<file path="src/rtl/cordiv_operand_sng_pkg.sv">
// Shared types and elaboration-time helpers for the CORDIV operand stream generator.
// sng_len follows CORDIV_SNG_LFSR_EN: 2^bw-1 with the LFSR, 2^bw with the counter.
package cordiv_pkg;

  typedef enum logic {IDLE, RUN} state_t;

  // Fibonacci feedback masks (shift-left, feedback into bit 0), maximal length for 4..16 bits
  function automatic logic [15:0] lfsr_taps(input int bw);
    case (bw)
      4:       return 16'h000C;
      5:       return 16'h0014;
      6:       return 16'h0030;
      7:       return 16'h0060;
      8:       return 16'h00B8;
      9:       return 16'h0110;
      10:      return 16'h0240;
      11:      return 16'h0500;
      12:      return 16'h0829;
      13:      return 16'h100D;
      14:      return 16'h2015;
      15:      return 16'h6000;
      16:      return 16'hD008;
      default: return 16'h0000;
    endcase
  endfunction

  function automatic int sng_len(input int bw);
`ifdef CORDIV_SNG_LFSR_EN
    return (1 << bw) - 1;
`else
    return 1 << bw;
`endif
  endfunction

endpackage

</file>
<file path="src/rtl/cordiv_operand_sng_if.sv">
// Operand-in / bitstream-out handshake bundle of the CORDIV stream generator.
// slave is the generator side, master the producer/consumer environment side.
interface cordiv_operand_sng_if #(
  parameter int BW = 8
);
  logic          in_valid;
  logic          in_ready;
  logic [BW-1:0] dividend_bin;
  logic [BW-1:0] divisor_bin;
  logic          out_ready;
  logic          out_valid;
  logic          dividend;
  logic          divisor;
  logic          out_last;

  modport slave (
    input  in_valid, dividend_bin, divisor_bin, out_ready,
    output in_ready, out_valid, dividend, divisor, out_last
  );

  modport master (
    output in_valid, dividend_bin, divisor_bin, out_ready,
    input  in_ready, out_valid, dividend, divisor, out_last
  );
endinterface

</file>
<file path="src/rtl/cordiv_operand_sng_rng.sv">
// Shared random source: LFSR (rnd = lfsr-1) with CORDIV_SNG_LFSR_EN, plain up-counter otherwise.
// rnd is the value the next loaded stream bit compares against (initial value while init is high).
module cordiv_rng
  import cordiv_pkg::*;
#(
  parameter int            BW   = 8,
  parameter logic [BW-1:0] SEED = BW'(1)
) (
  input  logic          clk,
  input  logic          rst_n,
  input  logic          init,
  input  logic          advance,
  output logic [BW-1:0] rnd
);

`ifdef CORDIV_SNG_LFSR_EN
  localparam logic [15:0]   TAPS_ALL = lfsr_taps(BW);
  localparam logic [BW-1:0] TAPS     = TAPS_ALL[BW-1:0];

  logic [BW-1:0] lfsr;
  logic [BW-1:0] lfsr_step;
  logic [BW-1:0] lfsr_nxt;

  assign lfsr_step = {lfsr[BW-2:0], ^(lfsr & TAPS)};
  assign lfsr_nxt  = init ? SEED : lfsr_step;
  // LFSR never holds zero, so subtracting one maps it onto 0..2^BW-2
  assign rnd       = lfsr_nxt - 1'b1;

  always_ff @(posedge clk or negedge rst_n) begin
    if (!rst_n) begin
      lfsr <= SEED;
    end else if (init || advance) begin
      lfsr <= lfsr_nxt;
    end
  end
`else
  logic [BW-1:0] cnt;
  logic [BW-1:0] cnt_nxt;
  logic          unused_seed;

  assign unused_seed = ^SEED;
  assign cnt_nxt     = init ? '0 : cnt + 1'b1;
  assign rnd         = cnt_nxt;

  always_ff @(posedge clk or negedge rst_n) begin
    if (!rst_n) begin
      cnt <= '0;
    end else if (init || advance) begin
      cnt <= cnt_nxt;
    end
  end
`endif

endmodule

</file>
<file path="src/rtl/cordiv_operand_sng.sv">
// CORDIV transmit side: turns one (dividend, divisor) pair into two correlated unipolar bitstreams.
// Build option CORDIV_SNG_LFSR_EN selects the LFSR random source instead of the thermometer counter.
module cordiv_operand_sng
  import cordiv_pkg::*;
#(
  parameter int            BW   = 8,
  parameter logic [BW-1:0] SEED = BW'(1)
) (
  input logic                 clk,
  input logic                 rst_n,
  cordiv_operand_sng_if.slave bus
);

  localparam int            LEN  = sng_len(BW);
  localparam logic [BW-1:0] LAST = BW'(LEN - 1);

  state_t        state;
  state_t        state_nxt;
  logic [BW-1:0] div_r;
  logic [BW-1:0] dvs_r;
  logic [BW-1:0] cnt;
  logic [BW-1:0] cnt_inc;
  logic [BW-1:0] clamp;
  logic [BW-1:0] rnd;
  logic          valid_r;
  logic          dividend_r;
  logic          divisor_r;
  logic          last_r;
  logic          in_ready;
  logic          accept;
  logic          xfer;

  assign in_ready = (state == IDLE) || ((state == RUN) && last_r && bus.out_ready);
  assign accept   = bus.in_valid && in_ready;
  assign xfer     = valid_r && bus.out_ready;
  assign cnt_inc  = cnt + 1'b1;
  // clamping keeps the quotient at or below one
  assign clamp    = (bus.dividend_bin < bus.divisor_bin) ? bus.dividend_bin : bus.divisor_bin;

  cordiv_rng #(
    .BW  (BW),
    .SEED(SEED)
  ) u_rng (
    .clk    (clk),
    .rst_n  (rst_n),
    .init   (accept),
    .advance(xfer),
    .rnd    (rnd)
  );

  always_ff @(posedge clk or negedge rst_n) begin
    if (!rst_n) begin
      state <= IDLE;
    end else begin
      state <= state_nxt;
    end
  end

  always_comb begin
    state_nxt = state;
    case (state)
      IDLE: if (accept) state_nxt = RUN;
      RUN:  if (xfer && last_r) state_nxt = accept ? RUN : IDLE;
      default: state_nxt = IDLE;
    endcase
  end

  always_ff @(posedge clk or negedge rst_n) begin
    if (!rst_n) begin
      div_r      <= '0;
      dvs_r      <= '0;
      cnt        <= '0;
      valid_r    <= 1'b0;
      dividend_r <= 1'b0;
      divisor_r  <= 1'b0;
      last_r     <= 1'b0;
    end else if (accept) begin
      div_r      <= clamp;
      dvs_r      <= bus.divisor_bin;
      cnt        <= '0;
      valid_r    <= 1'b1;
      dividend_r <= clamp > rnd;
      divisor_r  <= bus.divisor_bin > rnd;
      last_r     <= (LAST == '0);
    end else if (xfer) begin
      if (last_r) begin
        valid_r    <= 1'b0;
        dividend_r <= 1'b0;
        divisor_r  <= 1'b0;
        last_r     <= 1'b0;
      end else begin
        cnt        <= cnt_inc;
        dividend_r <= div_r > rnd;
        divisor_r  <= dvs_r > rnd;
        last_r     <= (cnt_inc == LAST);
      end
    end
  end

  assign bus.in_ready  = in_ready;
  assign bus.out_valid = valid_r;
  assign bus.dividend  = dividend_r;
  assign bus.divisor   = divisor_r;
  assign bus.out_last  = last_r;

endmodule
</file>
<file path="src/flat_wrapper.sv">
// flat-port wrapper written by rule: the top's interface ports become plain ports
module cordiv_operand_sng_flat import cordiv_pkg::*;
#(
  parameter int            BW   = 8,
  parameter logic [BW-1:0] SEED = BW'(1)
)
  (clk, rst_n, bus_in_valid, bus_dividend_bin, bus_divisor_bin, bus_out_ready, bus_in_ready, bus_out_valid, bus_dividend, bus_divisor, bus_out_last);
  cordiv_operand_sng_if #(.BW(BW)) bus_i ();
  input logic clk;
  input logic rst_n;
  input wire logic [$bits(bus_i.in_valid)-1:0] bus_in_valid;
  input wire logic [$bits(bus_i.dividend_bin)-1:0] bus_dividend_bin;
  input wire logic [$bits(bus_i.divisor_bin)-1:0] bus_divisor_bin;
  input wire logic [$bits(bus_i.out_ready)-1:0] bus_out_ready;
  output wire logic [$bits(bus_i.in_ready)-1:0] bus_in_ready;
  output wire logic [$bits(bus_i.out_valid)-1:0] bus_out_valid;
  output wire logic [$bits(bus_i.dividend)-1:0] bus_dividend;
  output wire logic [$bits(bus_i.divisor)-1:0] bus_divisor;
  output wire logic [$bits(bus_i.out_last)-1:0] bus_out_last;
  assign bus_i.in_valid = bus_in_valid;
  assign bus_i.dividend_bin = bus_dividend_bin;
  assign bus_i.divisor_bin = bus_divisor_bin;
  assign bus_i.out_ready = bus_out_ready;
  assign bus_in_ready = bus_i.in_ready;
  assign bus_out_valid = bus_i.out_valid;
  assign bus_dividend = bus_i.dividend;
  assign bus_divisor = bus_i.divisor;
  assign bus_out_last = bus_i.out_last;
  cordiv_operand_sng #(.BW(BW), .SEED(SEED)) u_core (.clk(clk), .rst_n(rst_n), .bus(bus_i));
endmodule
</file>
<file path="config.mk">
export PLATFORM = sky130hd
export DESIGN_NAME = cordiv_operand_sng_flat
export DESIGN_NICKNAME = d
export VERILOG_FILES = /design/src/rtl/cordiv_operand_sng_pkg.sv /design/src/rtl/cordiv_operand_sng_if.sv /design/src/rtl/cordiv_operand_sng_rng.sv /design/src/rtl/cordiv_operand_sng.sv /design/src/flat_wrapper.sv
export SDC_FILE = /design/constraint.sdc
export NUM_CORES = 1
export LEC_CHECK = 0
export ABC_AREA = 1
export CORE_AREA = 3 3 77 79
export DETAILED_ROUTE_END_ITERATION = 8
export DIE_AREA = 0 0 80 82
export MAX_ROUTING_LAYER = met4
export PLACE_DENSITY = 0.76
export SYNTH_ARGS = -nofsm -noshare
export SYNTH_HDL_FRONTEND = slang
export SYNTH_SLANG_ARGS = --single-unit
</file>
<file path="constraint.sdc">
create_clock -name clk -period 2.1 [get_ports clk]
set_clock_uncertainty 0.15 [all_clocks]
set_input_delay 0.42 -clock clk [delete_from_list [all_inputs] [get_ports clk]]
set_output_delay 0.42 -clock clk [all_outputs]
set_load 0.1 [all_outputs]
</file>
==> results of run 1 <==
-- metrics by stage --
step / setup slack (ps) / cell area [um2]
2_1_floorplan: -296 / 2910
3_3_place_gp: -961 / 3590
3_5_place_dp: -1060 / 3590
4_1_cts: -242 / 4100
5_1_grt: -471 / 4270
6_report: -367 / 4270
-- power breakdown --
part | switching [uW] | leakage [uW] | internal (uW)
sequential | 149 | 0.000465 | 862
combinational | 1130 | 0.00161 | 882
clock | 258 | 0.0000455 | 268
total | 1540 | 0.00212 | 2010
-- cells in the mapped netlist (all sizes together) --
library cell and instances:
nand2 126, inv 44, ha 42, dfrtp 37, nand3 27, a21oi 22, nor2 21, o21ai 21
and2 7, o21bai 6, o21a 5, o22ai 5, buf 4, xor2 3, clkbuf 2, nand4 2
nor3 2
-- logic make-up after synthesis --
family,Yosys count,synth area share
adders and majority gates,42,0.186
xor gates and xnor gates,3,0.00931
AOI/OAI and AO/OA,59,0.117
DFF,37,0.328
buffers and inverters,50,0.0736
and+or+nand+nor,185,0.286
-- flip-flops by register name (all words and copies together) (netlist names) --
register and cells:
u_core.bus.divisor 1, u_core.bus.dividend 1, u_core.div_r 8, u_core.dvs_r 8, u_core.bus.out_last 1, u_core.u_rng.cnt 8
u_core.bus.out_valid 1, u_core.cnt 8, u_core.state 1
-- timing repair --
action                                 in CTS  in global routing
cloned                                      2                  0
setup buffers                              11                  5
setup endpoints to repair                   7                  2
endpoints found under the hold margin      17                  0
resized for setup                          89                 54
pin swaps                                  27                 24
hold buffers                                1                  0
-- worst max-delay path by stage --
stage / from / to / slack [ps] / cells past startpoint
after floorplan: u_core.bus.out_last$_DFFE_PN0P_ / u_core.bus.divisor$_DFFE_PN0P_ / -300 / 16
after global placement: bus_divisor_bin[5] / u_core.bus.dividend$_DFFE_PN0P_ / -960 / 18
after detailed placement: bus_divisor_bin[5] / u_core.bus.dividend$_DFFE_PN0P_ / -1060 / 18
after CTS: bus_dividend_bin[0] / u_core.bus.dividend$_DFFE_PN0P_ / -240 / 19
after global routing: bus_dividend_bin[4] / u_core.bus.dividend$_DFFE_PN0P_ / -470 / 19
final: bus_divisor_bin[7] / u_core.bus.dividend$_DFFE_PN0P_ / -370 / 17
-- worst max-delay path, delay by kind of cell --
kind | cells | cell delay, ps
buffers and inverters | 3 | 360
AO/OA/AOI/OAI | 2 | 330
AND/OR/NAND/NOR | 10 | 880
adder cells (fa/ha/maj) | 2 | 520
-- layout by cell type, fill, tap and decap left out, types with 6 or more instances in the layout --
master / synthesis / layout
nor2_1: 20 / 13
nand2_1: 119 / 101
ha_4: 0 / 14
dfrtp_1: 37 / 35
nand2_4: 2 / 7
buf_4: 1 / 63
o21ai_0: 15 / 14
nand2_2: 4 / 16
inv_2: 2 / 8
ha_1: 42 / 27
nand3_1: 27 / 18
clkbuf_8: 0 / 6
clkbuf_2: 0 / 11
inv_1: 42 / 35
a21oi_1: 22 / 13
-- layout make-up --
cell class              instances  area [um2]  area share
flip-flops and latches         37         931       0.218
inverters                      44         168      0.0393
multi-input cells             291        2240       0.525
repair buffers                 92         751       0.176
clock buffers                   8        90.1      0.0211
well taps                      72        90.1      0.0211
-- routing by layer --
metal,up-vias,part of all wire,track usage,wire length (um)
met5,-,0,-,0
met4,0,0.056,0.135,550
met3,57,0.068,0.0559,666
met2,179,0.49,0.491,4830
met1,1496,0.38,0.325,3780
li1,1427,-,-,-
==> results.cfg, run 1 <==
[outcome]
outcome = finished, violations left
violations = negative setup slack

[clock_network]
h-tree-depth = 2
cts_root_buf = clkbuf_8
clkSinkCount = 37
insertion_delay_ps = 290
cts_tree = done
clk_path_buf_depth = 2
cts_buffers = 5
clk_pin_slew_worst_paths_ps = 80

[floorplanning]
io_pins = 25
die_w_um = 80
row_count = 27
die_y_um = 82
initial_core_util = 0.522
die_area_um2 = 6560
core_um2 = 5410

[setup_path]
cp.arrival_ps = 2510
reg2reg_depth = 16
slowest_delay_ps = 310
critical_path_class = in2reg
reg2reg_slack_ps = -320
crit_required_ps = 2140
r2r_start = u_core.u_rng.cnt[3]$_DFFE_PN0P_
cpMostUsedCell = nand2_1
cp_max_fo = 4
cp_slowest_cell = ha_4
crit_chain = clkbuf_2 > inv_2 > ha_4 > nand2_4 > nor2_4 > nand2_4 > buf_4 > nand3_1 > and2_4 > ha_4 > a21oi_1 > o21a_1 > nand2_1 > nand2_1 > nand2_1 > nand2_1 > nand2_1
crit_path_end_kind = register
rr_endpoint = u_core.bus.dividend$_DFFE_PN0P_
start_kind = input pin

[layout]
drive_gt1_frac = 0.383
n_antenna_cell = 0
instances_no_fill = 544
utilization = 0.790
final_nets = 533
fill_cells = 331
areaGrowthSynthToFinish_pct = 51.4

[routing]
wirelength_um = 9830
viasPerCell = 5.81
wl_per_cell_um = 18.1
via_count = 3159
drtIter0Drc = 347
antenna_left = 0
drc = 0
dr.pass1.iters = 5

[synth]
synth.avg_cell_area_um2 = 7.50
synth.largest_area_cell = dfrtp_1
synth.distinct_cells = 25
syn_area_um2 = 2820
ys_top_cells_by_area = dfrtp_1, ha_1, nand2_1
synth_nets = 438
synthCells = 376
ys_seq_area_frac = 0.328
synth_top_area_frac = 0.328
synth_warnings = 0
ys_seq_elements = 37

[timing]
period_share = 1.17
tightest_slew_ps = 428
layout_setup_ws_ps = -367
max_freq_ghz = 0.405
finalSetupViolCount = 2
final_max_slew_viol_count = 0
finalHoldViolations = 0
whs_ps = 339
fin_setup_tns_ps = -643
rsz0062_at_grt = yes
relSlewSlack = 0.715
fin_crit_ps = 2470

[power]
power_density_nw_per_um2 = 832
p_total_uw = 3550
p_leak_uw = 0.00212
ir_worst_vdd_mv = 0.556

[global_route]
grt_usage = 0.287
antenna_found_initial = 0
grt_overflow = 0
grt_pass1_wl_um = 14100
grt_max_degree = 20
grt_pass1_vias = 3072

[min_path]
min_path_cells = 2
hold_start = u_core.dvs_r[0]$_DFFE_PN0N_
hold_class = reg2reg
hold_path_end = u_core.dvs_r[0]$_DFFE_PN0N_

[placed_design]
place_inst = 517
place_congestion = 0.860
portBuffers = 24
dpl.hpwl_um = 5440

[flow_run]
drv_cap = 0
Power figures use the tool's default switching activity.
==> inputs of run 2 (changes only) <==
CAP_MARGIN = 20   (was not set)
==> results of run 2 <==
The final DEF is identical to that of run 1; final timing and power are the same.
